### config.mk
export PLATFORM = sky130hd
export DESIGN_NAME = tdes_iter_core
export DESIGN_NICKNAME = d
export VERILOG_FILES = /design/src/rtl/tdes_iter_core.sv
export SDC_FILE = /design/constraint.sdc
export NUM_CORES = 1
export LEC_CHECK = 0
export ABC_AREA = 1
export CORE_AREA = 2 2 126 128
export CTS_BUF_LIST = sky130_fd_sc_hd__clkbuf_16
export CTS_CLUSTER_DIAMETER = 40
export DETAILED_ROUTE_END_ITERATION = 7
export DIE_AREA = 0 0 128 130
export HOLD_SLACK_MARGIN = 0.12
export SLEW_MARGIN = 0
export SYNTH_ARGS = -nofsm -noshare
export SYNTH_HDL_FRONTEND = slang
export SYNTH_SLANG_ARGS = --single-unit
### constraint.sdc
create_clock -name clock -period 1.3 [get_ports clock]
set_input_delay 0.13 -clock clock [delete_from_list [all_inputs] [get_ports clock]]
set_output_delay 0.13 -clock clock [all_outputs]
set_load 0.05 [all_outputs]
### src/rtl/tdes_iter_core.sv
// -----------------------------------------------------------------------------
// tdes_iter_core
// Iterative DES / 3DES (EDE) block cipher core, encrypt and decrypt.
// ROUNDS_PER_CYCLE Feistel rounds are chained combinationally per clock; a
// pass takes 16/ROUNDS_PER_CYCLE cycles and 3DES runs three passes back to back
// without extra cycles at the pass boundaries.
//
// Ports
//   clock      system clock, rising edge
//   rst        synchronous active-high reset
//   in_valid   din/keys/controls valid       in_ready   core can accept a block
//   din        plaintext or ciphertext        key1..3    DES keys (parity ignored)
//   decrypt    0 = encrypt, 1 = decrypt       tdes       0 = DES(key1), 1 = 3DES EDE
//   out_valid  dout holds a result            out_ready  consumer takes dout
//   dout       result block                   busy       accept .. result taken
// -----------------------------------------------------------------------------
module tdes_iter_core #(
  parameter int ROUNDS_PER_CYCLE = 1,
  parameter int TDES_EN          = 1
) (
  input  logic        clock,
  input  logic        rst,
  input  logic        in_valid,
  output logic        in_ready,
  input  logic [63:0] din,
  input  logic [63:0] key1,
  input  logic [63:0] key2,
  input  logic [63:0] key3,
  input  logic        decrypt,
  input  logic        tdes,
  output logic        out_valid,
  input  logic        out_ready,
  output logic [63:0] dout,
  output logic        busy
);

  if (!(ROUNDS_PER_CYCLE inside {1, 2, 4, 8, 16})) begin : g_bad_rpc
    $error("ROUNDS_PER_CYCLE must be 1, 2, 4, 8 or 16");
  end

  typedef enum logic [1:0] {IDLE, ROUND, DONE} state_e;

  localparam logic [4:0] RPC      = 5'(ROUNDS_PER_CYCLE);
  localparam logic [3:0] LAST_RND = 4'(16 - ROUNDS_PER_CYCLE);

  // DES tables, 1-based bit positions with bit 1 = MSB.
  localparam int IP_T [64] = '{58,50,42,34,26,18,10,2, 60,52,44,36,28,20,12,4,
    62,54,46,38,30,22,14,6, 64,56,48,40,32,24,16,8, 57,49,41,33,25,17,9,1,
    59,51,43,35,27,19,11,3, 61,53,45,37,29,21,13,5, 63,55,47,39,31,23,15,7};
  localparam int FP_T [64] = '{40,8,48,16,56,24,64,32, 39,7,47,15,55,23,63,31,
    38,6,46,14,54,22,62,30, 37,5,45,13,53,21,61,29, 36,4,44,12,52,20,60,28,
    35,3,43,11,51,19,59,27, 34,2,42,10,50,18,58,26, 33,1,41,9,49,17,57,25};
  localparam int E_T [48] = '{32,1,2,3,4,5, 4,5,6,7,8,9, 8,9,10,11,12,13,
    12,13,14,15,16,17, 16,17,18,19,20,21, 20,21,22,23,24,25, 24,25,26,27,28,29,
    28,29,30,31,32,1};
  localparam int P_T [32] = '{16,7,20,21,29,12,28,17, 1,15,23,26,5,18,31,10,
    2,8,24,14,32,27,3,9, 19,13,30,6,22,11,4,25};
  localparam int PC1_T [56] = '{57,49,41,33,25,17,9, 1,58,50,42,34,26,18,
    10,2,59,51,43,35,27, 19,11,3,60,52,44,36, 63,55,47,39,31,23,15,
    7,62,54,46,38,30,22, 14,6,61,53,45,37,29, 21,13,5,28,20,12,4};
  localparam int PC2_T [48] = '{14,17,11,24,1,5, 3,28,15,6,21,10, 23,19,12,4,26,8,
    16,7,27,20,13,2, 41,52,31,37,47,55, 30,40,51,45,33,48, 44,49,39,56,34,53,
    46,42,50,36,29,32};
  // S-boxes: entry (row*16 + col) is the nibble at position 0 = leftmost.
  localparam logic [255:0] SBOX [8] = '{
    256'hE4D12FB83A6C59070F74E2D1A6CB953841E8D62BFC973A50FC8249175B3EA06D,
    256'hF18E6B34972DC05A3D47F28EC01A69B50E7BA4D158C6932FD8A13F42B67C05E9,
    256'hA09E63F51DC7B428D709346A285ECBF1D6498F30B12C5AE71AD069874FE3B52C,
    256'h7DE3069A1285BC4FD8B56F03472C1AE9A690CB7DF13E52843F06A1D8945BC72E,
    256'h2C417AB6853FD0E9EB2C47D150FA3986421BAD78F9C5630EB8C71E2D6F09A453,
    256'hC1AF92680D34E75BAF427C9561DE0B389EF528C3704A1DB6432C95FABE17608D,
    256'h4B2EF08D3C975A61D0B7491AE35C2F8614BDC37EAF6805926BD814A7950FE23C,
    256'hD2846FB1A93E50C71FD8A374C56B0E927B419CE206ADF35821E74A8DFC90356B};

  function automatic logic [63:0] perm_ip(input logic [63:0] x);
    logic [63:0] y;
    for (int k = 0; k < 64; k++) y[6'(63 - k)] = x[6'(64 - IP_T[6'(k)])];
    return y;
  endfunction

  function automatic logic [63:0] perm_fp(input logic [63:0] x);
    logic [63:0] y;
    for (int k = 0; k < 64; k++) y[6'(63 - k)] = x[6'(64 - FP_T[6'(k)])];
    return y;
  endfunction

  function automatic logic [55:0] perm_pc1(input logic [63:0] x);
    logic [55:0] y;
    for (int k = 0; k < 56; k++) y[6'(55 - k)] = x[6'(64 - PC1_T[6'(k)])];
    return y;
  endfunction

  function automatic logic [47:0] perm_pc2(input logic [55:0] x);
    logic [47:0] y;
    for (int k = 0; k < 48; k++) y[6'(47 - k)] = x[6'(56 - PC2_T[6'(k)])];
    return y;
  endfunction

  function automatic logic [31:0] f_func(input logic [31:0] r, input logic [47:0] k);
    logic [47:0] e;
    logic [31:0] s;
    logic [31:0] y;
    logic [5:0]  six;
    for (int i = 0; i < 48; i++) e[6'(47 - i)] = r[5'(32 - E_T[6'(i)])];
    e = e ^ k;
    for (int i = 0; i < 8; i++) begin
      six = e[6'(42 - 6 * i) +: 6];
      // Row is the outer bit pair, column the middle four bits.
      s[5'(28 - 4 * i) +: 4] =
        SBOX[3'(i)][8'(252 - 4 * int'({six[5], six[0], six[4:1]})) +: 4];
    end
    for (int i = 0; i < 32; i++) y[5'(31 - i)] = s[5'(32 - P_T[5'(i)])];
    return y;
  endfunction

  // 3DES decrypt walks the keys in reverse order (key3, key2, key1).
  function automatic logic [63:0] pass_key(input logic [1:0] p, input logic rev,
                                           input logic [63:0] a, b, c);
    logic [1:0] q;
    q = rev ? 2'd2 - p : p;
    case (q)
      2'd0:    return a;
      2'd1:    return b;
      default: return c;
    endcase
  endfunction

  state_e      state_q, state_d;
  logic [31:0] l_q, r_q, l_n, r_n;
  logic [27:0] c_q, d_q, c_n, d_n;
  logic [63:0] k1_q, k2_q, k3_q, dout_q;
  logic        dec_q, tdes_q;
  logic [3:0]  rnd_q;
  logic [1:0]  pass_q;
  logic        accept, last_cyc, last_pass, pass_dir, tdes_in;

  assign tdes_in   = (TDES_EN != 0) && tdes;
  assign accept    = in_valid && in_ready;
  assign last_cyc  = (rnd_q == LAST_RND);
  assign last_pass = (pass_q == (tdes_q ? 2'd2 : 2'd0));
  assign pass_dir  = dec_q ^ (pass_q == 2'd1);  // EDE: middle pass is inverted
  assign dout      = dout_q;

  // FSM: state register
  always_ff @(posedge clock) begin
    if (rst) state_q <= IDLE;
    else     state_q <= state_d;
  end

  // FSM: next state
  always_comb begin
    // NOTE: default first so every path assigns state_d and no latch is inferred.
    state_d = state_q;
    case (state_q)
      IDLE:    if (accept) state_d = ROUND;
      ROUND:   if (last_cyc && last_pass) state_d = DONE;
      DONE:    if (accept) state_d = ROUND;
               else if (out_ready) state_d = IDLE;
      default: state_d = IDLE;
    endcase
  end

  // FSM: outputs
  always_comb begin
    in_ready  = (state_q == IDLE) || (state_q == DONE && out_ready);
    busy      = (state_q != IDLE);
    out_valid = (state_q == DONE);
  end

  // ROUNDS_PER_CYCLE Feistel steps with the matching key-schedule rotations.
  always_comb begin
    logic [4:0]  rnum;
    logic [31:0] tmp;
    logic        one;
    // NOTE: blocking assignments here chain each round into the next within the cycle.
    l_n = l_q; r_n = r_q; c_n = c_q; d_n = d_q;
    rnum = '0; tmp = '0; one = 1'b0;
    for (int j = 0; j < ROUNDS_PER_CYCLE; j++) begin
      rnum = 5'(rnd_q) + 5'(j) + 5'd1;
      one  = (rnum == 5'd1) || (rnum == 5'd2) || (rnum == 5'd9) || (rnum == 5'd16);
      if (!pass_dir) begin
        c_n = one ? {c_n[26:0], c_n[27]} : {c_n[25:0], c_n[27:26]};
        d_n = one ? {d_n[26:0], d_n[27]} : {d_n[25:0], d_n[27:26]};
      end else if (rnum != 5'd1) begin
        c_n = one ? {c_n[0], c_n[27:1]} : {c_n[1:0], c_n[27:2]};
        d_n = one ? {d_n[0], d_n[27:1]} : {d_n[1:0], d_n[27:2]};
      end
      tmp = r_n;
      r_n = l_n ^ f_func(r_n, perm_pc2({c_n, d_n}));
      l_n = tmp;
    end
  end

  // Datapath registers
  always_ff @(posedge clock) begin
    // NOTE: every register is cleared by reset so an aborted block leaves no trace.
    if (rst) begin
      l_q <= '0; r_q <= '0; c_q <= '0; d_q <= '0;
      k1_q <= '0; k2_q <= '0; k3_q <= '0; dout_q <= '0;
      dec_q <= 1'b0; tdes_q <= 1'b0; rnd_q <= '0; pass_q <= '0;
    end else if (accept) begin
      {l_q, r_q} <= perm_ip(din);
      {c_q, d_q} <= perm_pc1(pass_key(2'd0, tdes_in && decrypt, key1, key2, key3));
      k1_q <= key1; k2_q <= key2; k3_q <= key3;
      dec_q <= decrypt; tdes_q <= tdes_in; rnd_q <= '0; pass_q <= '0;
    end else if (state_q == ROUND) begin
      rnd_q <= 4'(5'(rnd_q) + RPC);  // wraps to 0 at each pass boundary
      if (!last_cyc) begin
        l_q <= l_n; r_q <= r_n; c_q <= c_n; d_q <= d_n;
      end else if (last_pass) begin
        dout_q <= perm_fp({r_n, l_n});
      end else begin
        // Swap only: FP of this pass and IP of the next cancel out.
        l_q <= r_n; r_q <= l_n;
        {c_q, d_q} <= perm_pc1(pass_key(pass_q + 2'd1, tdes_q && dec_q, k1_q, k2_q, k3_q));
        pass_q <= pass_q + 2'd1;
      end
    end
  end

endmodule

* Word level (Yosys, flattened, before mapping)
Index checks and enable logic that the tools add are counted.
Storage, ports and cells: output and inout bits 67, register bits 9, input port bits 262
Cells by class: eq/ne operators 7, add/subtract/negate cells 2, muxes and demuxes 6, reductions and logical operators 9, bitwise operators 1
Operator list (number):
- $mux 2 | 5
- $pmux 2 s3 | 1
- $reduce_and 3->1 | 2
- $add 4x1->4 const B | 1
- $eq 4x4->1 const B | 1
- $ne 2x2->1 const B | 2
- $logic_and 1x1->1 | 3
- $ne 3x1->1 const B | 1
- $add 2x1->2 const B | 1
- $eq 2x1->1 const B | 1
- $eq 2x2->1 | 1
- $eq 2x2->1 const B | 1
- $logic_not 2->1 | 1
- $reduce_bool 2->1 | 1
- $reduce_or 2->1 | 1
- $logic_or 1x1->1 | 1
- $not 1->1 | 1

* Longest topological paths before layout
Gate-level depths: netlist of the first run.
word-level depth 6, depth in mapped cells 7, gate-level depth less buffers 7

* Worst setup path before layout of the first run
OpenSTA, ideal clock, no wires.
kind reg-to-reg, start point register state_q[1], end point register state_q[1], library setup time 70 ps, setup slack -93 ps, period minus slack after synthesis 1393 ps, data required time 1230 ps, buffers on the path 0, arrival time 1323 ps, cell stages (with the launch flop) 5, path through dfxtp_1 -> inv_2 -> nor2_1 -> nand2_1 -> a21oi_1
Between the ends: longest elaborated chain between the ends 6
Ends and longest elaborated chain:
- start: declaration | line 128 | state_e state_q, state_d;
- start signal: assignment | line 147 | else state_q <= state_d;
- $eq 2x2->1 (*)
- via out_valid | line 31 | output logic out_valid,
- $logic_and 1x1->1 | line 165 | in_ready = (state_q == IDLE) || (state_q == DONE && out_ready);
- $logic_or 1x1->1 | line 165
- $logic_and 1x1->1 | line 138 | assign accept = in_valid && in_ready;
- $ne 3x1->1 (no line) (tied with other cells)
- $reduce_and 3->1 (no line) or $pmux 2 s3 (tied branches)
The timed path passes the listed nets; every way through them passes the cells marked *. A chain may end at the register's enable or synchronous reset.

* Worst setup path in the final report of the first run
start point input out_ready, end point output in_ready
Between the ends: longest elaborated chain between the ends 2
Ends and longest elaborated chain:
- start: declaration | line 32 | input logic out_ready,
- $logic_and 1x1->1 | line 165
- $logic_or 1x1->1 | line 165
- end: declaration | line 24 | output logic in_ready,
Every way passes these cells.

==> flow_summary.json, run 1 <==
{
  "status": "complete, no violations",
  "cap_violations": 0,
  "vias": 577,
  "max_freq_ghz": 0.828,
  "track_usage_pct": 1.52,
  "rows": 46,
  "syn_avg_cell_area_sq_um": 7.44,
  "grt_first_pass_wirelength_um": 1990,
  "ys_types": 20,
  "clock_skew_ns": 0.000658,
  "critPathMaxFanout": 3,
  "start_util_pct": 6.22,
  "drtIter0Drc": 6,
  "dieWidth_um": 128,
  "hold_class": "input pin to flop",
  "holdWs_ns": 0.486,
  "drt-wirelength-per-cell_um": 4.02,
  "grt_max_degree": 7,
  "drc": 0,
  "viasPerCell": 1.74,
  "hold_viol": 0,
  "port_buffers": 7,
  "layout_commonest_cell": "conb_1",
  "finalSetupTns_ns": 0,
  "overflow": 0,
  "ioPinCount": 329,
  "htreeDepth": 1,
  "ctsHoldBuffers": 0,
  "yosys_register_bits": 9,
  "cts.repair.resized": 0,
  "yosysWarnings": 0,
  "cts.sinks": 9,
  "cp.required_ns": 1.17,
  "setup_violations": 0,
  "cts_root_buf": "clkbuf_16",
  "dpl.hpwl_um": 1130,
  "cts_tree": "built",
  "finalMaxSlewViolations": 0,
  "worst_ep_arrival_time_ns": 1.08,
  "syn_to_final_growth_pct": 18.5,
  "nets": 403,
  "clk_latency_ns": 0.23,
  "cts_buffer_depth": 2,
  "cts_setup_buffers": 0,
  "numCtsBuffers": 3,
  "clk_pin_slew_ns": 0.04,
  "core_area_sq_um": 15400,
  "period_share_pct": 92.9,
  "postRouteAntennaNets": 0,
  "post-route-util_pct": 7.37,
  "dieHeight_um": 130,
  "synth_cells": 129,
  "startpoint_type": "input pin",
  "final_cell_mix": "conb_1, nand2_1, inv_1",
  "critPathCaptureType": "output port",
  "die-area_sq_um": 16600,
  "power_leakage_nw": 0.498,
  "grt_setup_unrepaired": "false",
  "synth_area_sq_um": 960,
  "antenna_cells": 0,
  "layout_min_cycle_time_ns": 1.21,
  "drt-total-wl_um": 1330,
  "drive_gt1_share_pct": 10.8,
  "vdd_drop_max_mv": 0.591,
  "drt_first_pass_iters": 3,
  "r2r_slack_ns": 0.14,
  "gp_congestion": 0.672,
  "power_density_nw_per_um2": 1180,
  "synth-seq-area-share_pct": 18.8,
  "antenna_found_initial": 0,
  "crit_type": "input pin to output port",
  "first_global_vias": 430
}
critical path: stages:
cell             delay (ns)
clkdlybuf4s50_1        0.45
inv_1                  0.06
a21oi_1                0.25
buf_12                 0.18
logic make-up (layout without fill, tap and decap cells):
| logic type | after synthesis | after routing | synth area share, % |
|---|---|---|---|
| buffers and inverters | 75 | 22 | 54.4 |
| AND/OR/NAND/NOR | 30 | 30 | 16.8 |
| AO/OA/AOI/OAI | 10 | 10 | 5.61 |
| flip-flops | 9 | 9 | 18.8 |
| XOR/XNOR | 3 | 3 | 2.74 |
| adder cells (fa/ha/maj) | 1 | 1 | 1.30 |
| other | 1 | 64 | 0.391 |
cells in the mapped netlist:
cell type,instances,share of area (%)
o21ai_0,2,1.0
a21oi_1,7,3.7
inv_2,1,0.39
nor2_1,5,2.0
dfxtp_1,9,19
nand4_1,1,0.65
nand2_1,12,4.7
nor2_4,1,1.2
nand3_2,1,1.0
inv_1,10,3.9
nor2_2,1,0.65
nand3_1,6,3.1
a21oi_2,1,0.91
buf_4,64,50
xor2_1,2,1.8
nand3b_2,1,1.2
conb_1,1,0.39
nand2_4,2,2.3
ha_1,1,1.3
xnor2_1,1,0.91
routing by layer:
metal  part of all wire (%)  vias up  global-route usage (%)
met5                      0        -                       0
met4                    2.2        0                    1.16
met3                    8.7        2                   0.123
met2                     47       43                    2.55
met1                     42      244                    1.82
li1                       -      288                       -
power breakdown:
| part | internal (mW) | switching [mW] | leakage, nW |
|---|---|---|---|
| registers | 0.286 | 0.00844 | 0.0731 |
| logic | 0.0479 | 0.466 | 0.383 |
| clock network | 0.402 | 0.132 | 0.0423 |
layout make-up:
class,instances,area (sq um)
Fill cell,1830,14300
Multi-Input combinational cell,108,497
Tap cell,192,240
Sequential cell,9,180
Timing Repair Buffer,7,100
Clock buffer,3,75.1
Inverter,11,41.3
Clock inverter,1,3.75
worst paths after layout:
check / startpoint / end / cells after the start
worst min register to register: tdes_q$_SDFFE_PP0N_ / tdes_q$_SDFFE_PP0N_ / 2
worst max register to register: rnd_q[0]$_SDFFE_PP0N_ / pass_q[1]$_SDFFE_PP0P_ / 5
worst max-delay path: out_ready / in_ready / 4
worst min-delay path: rst / state_q[0]$_SDFFE_PP0P_ / 2
state kept, by name (all words and copies together), names as in the netlist:
| signal | count |
|---|---|
| rnd_q | 4 |
| pass_q | 2 |
| state_q | 2 |
| tdes_q | 1 |
per-stage QoR:
stage	setup slack, ns	power, mW	cell area, sq um	cells
final	0.0927	1.34	1140	331
after global routing	0.0129	1.39	1140	331
after floorplan	0.0507	0.912	1200	192
after CTS	0.0711	1.35	1140	331
after global placement	0.0449	0.812	1060	327
after detailed placement	0.0733	0.812	1060	327
Power figures use the tool's default switching activity.
==> run 2, diff against run 1 <==
--- a/config.mk
+++ b/config.mk
@@ -12,6 +12,7 @@
 export DETAILED_ROUTE_END_ITERATION = 7
 export DIE_AREA = 0 0 128 130
 export HOLD_SLACK_MARGIN = 0.12
+export RECOVER_POWER = 50
 export SLEW_MARGIN = 0
 export SYNTH_ARGS = -nofsm -noshare
 export SYNTH_HDL_FRONTEND = slang
==> flow_summary.json, run 2 (synthesis results as in run 1) <==
{
  "vdd_drop_max_mv": 0.591,
  "cts.repair.resized": 0,
  "max_freq_ghz": 0.831,
  "cp.required_ns": 1.17,
  "grt_first_pass_wirelength_um": 1990,
  "drc": 0,
  "drtIter0Drc": 4,
  "start_util_pct": 6.22,
  "core_area_sq_um": 15400,
  "die-area_sq_um": 16600,
  "design_area_sq_um": 1120,
  "dieWidth_um": 128,
  "cts_buffer_depth": 2,
  "clk_latency_ns": 0.23,
  "antenna_cells": 0,
  "period_share_pct": 92.6,
  "final_cell_mix": "conb_1, nand2_1, inv_1",
  "gp_congestion": 0.672,
  "clk_pin_slew_ns": 0.04,
  "hold_viol": 0,
  "critPathCaptureType": "output port",
  "r2r-start": "rnd_q[0]$_SDFFE_PP0N_",
  "status": "complete, no violations",
  "worst_ep_arrival_time_ns": 1.07,
  "drt-total-wl_um": 1330,
  "overflow": 0,
  "cts_setup_buffers": 0,
  "post_dp_cell_area_sq_um": 1060,
  "largest_register_ffs": 4,
  "clock_skew_ns": 0.000339,
  "drt-wirelength-per-cell_um": 4.01,
  "crit_type": "input pin to output port",
  "hold_start": "rst",
  "nets": 403,
  "critPathMaxFanout": 3,
  "critPathLaunch": "out_ready",
  "postRouteAntennaNets": 0,
  "rows": 46,
  "dieHeight_um": 130,
  "finalSetupTns_ns": 0,
  "cts_root_buf": "clkbuf_16",
  "numCtsBuffers": 3,
  "cts_tree": "built",
  "ioPinCount": 329,
  "track_usage_pct": 1.52,
  "holdWs_ns": 0.486,
  "ctsHoldBuffers": 0,
  "drt_first_pass_iters": 3,
  "viasPerCell": 1.74,
  "power_density_nw_per_um2": 1190,
  "startpoint_type": "input pin",
  "reg_top3": "rnd_q x4, pass_q x2, state_q x2",
  "setup_violations": 0,
  "first_global_vias": 430,
  "layout_min_cycle_time_ns": 1.20,
  "cts.sinks": 9,
  "regMostFlops": "rnd_q",
  "hold_class": "input pin to flop",
  "grt_setup_unrepaired": "false",
  "post-route-util_pct": 7.28,
  "fillers": 1832,
  "syn_to_final_growth_pct": 16.9,
  "port_buffers": 7,
  "finalMaxSlewViolations": 0,
  "cap_violations": 0,
  "vias": 576,
  "htreeDepth": 1,
  "power_leakage_nw": 0.492,
  "layout_commonest_cell": "conb_1",
  "grt_max_degree": 7,
  "dpl.hpwl_um": 1130,
  "drive_gt1_share_pct": 8.63,
  "antenna_found_initial": 0
}
==> run 2: worst paths after layout <==
path | end | slack, ns | depth (start not counted)
setup / recovery | in_ready | 0.1 | 4
hold / removal | state_q[0]$_SDFFE_PP0P_ | 0.49 | 2
setup reg to reg | pass_q[1]$_SDFFE_PP0P_ | 0.14 | 5
hold reg to reg | tdes_q$_SDFFE_PP0N_ | 0.49 | 2
==> run 2: through the flow <==
stage	instances	power, mW	setup WS, ns
floorplan	192	0.912	0.0507
global placement	327	0.812	0.0449
detailed placement	327	0.812	0.0733
CTS	331	1.35	0.0711
global route	331	1.39	0.0104
finish	331	1.34	0.0968
==> run 2: critical path, stage by stage <==
cell,delay [ns]
clkdlybuf4s50_1,0.45
inv_1,0.06
a21oi_1,0.25
buf_12,0.18
==> run 2: area by class of cell <==
cell class | count | area, sq um | share of cell area (%)
Tap cell | 192 | 240 | 21.4
Timing Repair Buffer | 7 | 100 | 8.92
Clock buffer | 3 | 75.1 | 6.69
Multi-Input combinational cell | 108 | 482 | 42.9
Clock inverter | 1 | 3.75 | 0.334
Sequential cell | 9 | 180 | 16.1
Inverter | 11 | 41.3 | 3.68
==> run 2: where the power goes <==
part	internal (mW)	total, mW	switching (mW)
clock network	0.402	0.533	0.132
registers	0.286	0.294	0.00800
logic	0.0460	0.510	0.464
total	0.733	1.34	0.604
==> run 2: routing by layer <==
layer / track usage (%) / wire length, um / share of wire [%] / up-vias
li1: - / - / - / 288
met1: 1.82 / 552 / 42 / 243
met2: 2.55 / 629 / 47 / 43
met3: 0.123 / 116 / 8.7 / 2
met4: 1.16 / 29 / 2.2 / 0
met5: 0 / 0 / 0 / -
==> RTL edit 1, RTL diff (config.mk and constraints of run 1) <==
Register the inputs `key1`, `key2` and `key3` before use, with the module's reset. The logic sees them one clock later. The other inputs are not delayed to match.
--- a/src/rtl/tdes_iter_core.sv
+++ b/src/rtl/tdes_iter_core.sv
@@ -35,4 +35,20 @@
 );
 
+  logic [63:0] key1_q;
+  logic [63:0] key2_q;
+  logic [63:0] key3_q;
+
+  always_ff @(posedge clock) begin
+    if (rst) begin
+      key1_q <= '0;
+      key2_q <= '0;
+      key3_q <= '0;
+    end else begin
+      key1_q <= key1;
+      key2_q <= key2;
+      key3_q <= key3;
+    end
+  end
+
   if (!(ROUNDS_PER_CYCLE inside {1, 2, 4, 8, 16})) begin : g_bad_rpc
     $error("ROUNDS_PER_CYCLE must be 1, 2, 4, 8 or 16");
@@ -201,6 +217,6 @@
     end else if (accept) begin
       {l_q, r_q} <= perm_ip(din);
-      {c_q, d_q} <= perm_pc1(pass_key(2'd0, tdes_in && decrypt, key1, key2, key3));
-      k1_q <= key1; k2_q <= key2; k3_q <= key3;
+      {c_q, d_q} <= perm_pc1(pass_key(2'd0, tdes_in && decrypt, key1_q, key2_q, key3_q));
+      k1_q <= key1_q; k2_q <= key2_q; k3_q <= key3_q;
       dec_q <= decrypt; tdes_q <= tdes_in; rnd_q <= '0; pass_q <= '0;
     end else if (state_q == ROUND) begin
Check against the original RTL: not settled (the Yosys comparison gave no result); the edit may change what the design does.
==> RTL edit 1 against run 1 <==
  * Cell area decreased by 0.88%
  * Synthesized area fell by 1.8%
  * Die area is the same
  * Wire length fell by 2.9%
  * Count of clock-buffer cells in the layout is the same
  * Clock skew rose by 0.00078 ns
  * Sequential cell count is the same
  * Critical path type unchanged
  * Hold slack got worse by 0.019 ns
  * Register-to-register slack about the same
  * Cell count decreased by 0.60%
  * Critical endpoint unchanged
  * Power fell by 0.32%
  * Worst setup slack better by 0.041 ns
  * First-iteration DRC count shrank 50%
  * Sequential share of layout area is 0.14 points higher
==> RTL edit 1: results (changes against run 1) <==
| Metric | Value |
|---|---|
| Clock Skew | 0.001442 ns (+0.0007845 ns) |
| Final Wtd Congestion | 0.6771 (+0.83%) |
| Status | completed |
| M1 WL | 599 um (+8.5%) |
| GRT Util Overall | 0.01427 (-0.0009503) |
| Layout cells sized above 1 | 0.1241 (+0.01617) |
| Critical R2R Capture | pass_q[0]$_SDFFE_PP0P_ |
| Pre-Repair DR Iteration Count | 3 (unchanged) |
| Post-Place Cells | 325 (-0.61%) |
| Post-synthesis instance total | 126 (-2.3%) |
| DP Worst Slack | 0.03082 ns (-0.04247 ns) |
| Met2 WL | 556 um (-12%) |
| Compound-Gate Fraction of Synth Area | 0.05179 (-0.004270) |
| DP Area | 0.001049 mm^2 (-0.95%) |
| HPWL after DPL | 1.156 mm (+2.4%) |
| Register area share after synthesis | 0.1912 (+0.003491) |
| Reg2reg path depth | 6 (+1) |
| Vias in the first global route | 408 (-5.1%) |
| DRT iter0 DRCs | 3 (-3) |
| Global-route wire length before repair | 1.787 mm (-10%) |
| Hold Path Origin | tdes_q$_SDFFE_PP0N_ |
| Final #Nets | 401 (-0.50%) |
| WHS | 0.4665 ns (-0.01902 ns) |
| Largest cells by area after synthesis | buf_4 51%, dfxtp_1 19%, nand2_1 4.0%, a21oi_1 3.2%, nand3_1 3.2% |
| Met1 usage | 0.01825 (about the same) |
| Min-delay worst type | flop to flop |
| Total vias in the final route | 565 (-2.1%) |
| Leak | 0.4811 nW (-3.5%) |
| XOR/XNOR Fraction of Synth Area | 0.01859 (-0.008787) |
| Routed len/inst | 3.924 um (-2.3%) |
| GR met3 Demand/Resource | 0.004920 (+0.003690) |
| Commonest cells post-synth | 64 x buf_4, 10 x nand2_1, 9 x dfxtp_1, 8 x inv_1 |
| WHS Endpoint | tdes_q$_SDFFE_PP0N_ |
## RTL edit 1: power by group
group	internal [mW]	switching (mW)	total (mW)
Sequential	0.286	0.00820	0.294
Combinational	0.0497	0.465	0.515
Clock	0.401	0.128	0.529
## RTL edit 1: final cells by class
cell class	instances	area (um^2)
Multi-Input combinational cell	105	479.2
Inverter	11	41.29
Tap cell	192	240.2
Clock inverter	1	3.754
Clock buffer	3	75.07
Fill cell	1824	14300
Timing Repair Buffer	8	107.6
Sequential cell	9	180.2
## RTL edit 1: worst max-delay path by stage
stage                            startpoint                      to  slack (ns)
finish                            out_ready                in_ready        0.13
global route                      out_ready                in_ready        0.05
CTS                               out_ready                in_ready        0.11
detailed placement                out_ready  pass_q[1]$_SDFFE_PP0P_        0.03
global placement                  out_ready  pass_q[1]$_SDFFE_PP0P_        0.04
floorplan           state_q[0]$_SDFFE_PP0P_                in_ready        0.04
==> RTL edit 2, RTL diff (flow settings as in run 1) <==
Made on the original files. The parameter `TDES_EN` goes from 1 to 0.
--- a/src/rtl/tdes_iter_core.sv
+++ b/src/rtl/tdes_iter_core.sv
@@ -17,5 +17,5 @@
 module tdes_iter_core #(
   parameter int ROUNDS_PER_CYCLE = 1,
-  parameter int TDES_EN          = 1
+  parameter int TDES_EN          = 0
 ) (
   input  logic        clock,
Check against the original RTL: not settled (the Yosys comparison gave no result); the edit may change what the design does.
==> RTL edit 2 against run 1 <==
  * Power increased by 0.80%
  * Worst setup slack improved by 0.020 ns
  * Synthesized area decreased by 5.3%
  * Wire length decreased by 0.30%
  * Register-to-register slack improved by 0.08 ns
  * Via count decreased by 2.8%
  * Count of clock-buffer cells in the layout unchanged
  * Cell count unchanged
  * Sequential cell count decreased by 1
  * Critical path depth decreased by 1
  * Cell area decreased by 4.0%
  * Non-clock buffer count increased by 1
  * First-iteration DRC count increased by 83%
==> RTL edit 2: results (changes against run 1) <==
| Metric | Value |
|---|---|
| Status | completed |
| Vias in the first global route | 423 (-1.6%) |
| PortBufs | 6 (-1) |
| Fraction of registers with async set/reset | 0 (unchanged) |
| DRT iter0 DRCs | 11 (+5) |
| Leak | 0.4830 nW (-3.1%) |
| Largest cells by area after synthesis | buf_4 53%, dfxtp_1 18%, nand2_1 6.2%, nor2_1 4.5%, inv_1 4.1% |
| Initial antenna violation count | 0 (unchanged) |
| Clock latency on the worst-skew pair | 0.23 ns (about the same) |
| Regs by FF count | rnd_q: 4 flops, pass_q: 2 flops, state_q: 2 flops |
| Total vias in the final route | 561 (-2.8%) |
| Register area share after synthesis | 0.1763 (-0.01144) |
| Clock Skew | 0.003623 ns (+0.002965 ns) |
| Critical Path Start | state_q[1]$_SDFFE_PP0P_ |
| CTS Buffer Depth | 2 (unchanged) |
| Worst Path Max Fanout | 4 (+1) |
| R2R Path Start | state_q[0]$_SDFFE_PP0P_ |
| Hold Path Origin | rnd_q[1]$_SDFFE_PP0N_ |
| Layout cells sized above 1 | 0.1079 (unchanged) |
| Yosys cell types | 16 (-20%) |
| Final Wtd Congestion | 0.7125 (+6.1%) |
| Global-route wire length before repair | 1.980 mm (-0.35%) |
| Most used DFF post-synth | dfxtp_1 |
| GRT Util Overall | 0.01583 (+0.0006069) |
| HPWL after DPL | 1.129 mm (about the same) |
| Final #Nets | 405 (+0.50%) |
| Clk pin slew, worst setup/hold paths | 0.04 ns (about the same) |
| Crit Path Class | flop to primary output |
| Root buf cell | clkbuf_16 |
| Worst vdd ir | 1.106 mV (+87%) |
| DRT Wirelength | 1.325 mm (-0.30%) |
| Final setup fails | 0 (unchanged) |
| Min-delay worst type | flop to flop |
| Filler cell count | 1,808 (-1.2%) |
| Commonest cells post-synth | 64 x buf_4, 15 x nand2_1, 11 x nor2_1, 10 x inv_1, 8 x dfxtp_1 |
| Pre-Repair DR Iteration Count | 4 (+1) |
[RTL edit 2: area by class of cell]
cell class	instances	area, um^2	area share
multi-input cells	108	466.7	0.4273
well taps	192	240.2	0.2199
flip-flops and latches	8	160.2	0.1466
repair buffers	8	105.1	0.09622
clock buffers	3	75.07	0.06873
inverters	12	45.04	0.04124
[RTL edit 2: path summary, 6_finish.rpt]
kind | to | slack (ns) | cells after the start
setup / recovery | out_valid | 0.11 | 3
hold / removal | rnd_q[1]$_SDFFE_PP0N_ | 0.48 | 2
hold reg to reg | rnd_q[1]$_SDFFE_PP0N_ | 0.48 | 2
setup reg to reg | pass_q[0]$_SDFFE_PP0P_ | 0.22 | 5
[RTL edit 2: worst max-delay path: stages (launching register included)]
cell and delay (ns):
dfxtp_1 0.42, inv_2 0.08, nor2_2 0.16, buf_12 0.16
[RTL edit 2: power breakdown]
| part | switching (mW) | internal, mW |
|---|---|---|
| registers | 0.0119 | 0.255 |
| logic | 0.495 | 0.0735 |
| clock network | 0.121 | 0.397 |
| total | 0.628 | 0.725 |
[RTL edit 2: logic make-up (layout without fill, tap and decap cells)]
logic type,count (synthesis),in the layout,synth area share
buffers and inverters,76,23,0.5785
AND/OR/NAND/NOR,35,35,0.1722
flip-flops,8,8,0.1763
AO/OA/AOI/OAI,7,7,0.04133
adder cells (fa/ha/maj),2,2,0.02754
other,1,64,0.004128
[RTL edit 2: through the flow]
step                      hold WS, ns  cells  instance area [um^2]  worst slack, ns
after floorplan                0.1991    192                  1145          0.02559
after global placement         0.4688    328                  1010           0.1063
after detailed placement       0.4771    328                  1010           0.1149
after CTS                      0.4839    331                  1085          0.03235
after global routing           0.4998    331                  1092          0.05065
final                          0.4808    331                  1092           0.1127
[RTL edit 2: layer usage]
layer	vias to the layer above	share of wire	global-route usage
met2	45	0.42	0.02328
met1	232	0.45	0.01998
met5	-	0	0
li1	282	-	-
met4	0	0.011	0.005171
met3	2	0.12	0.008200
[RTL edit 2: timing repair]
item,4_1_cts,5_1_grt
setup buffers,0,0
setup endpoints to repair,0,3
gates resized for setup,0,3
hold buffers,0,0
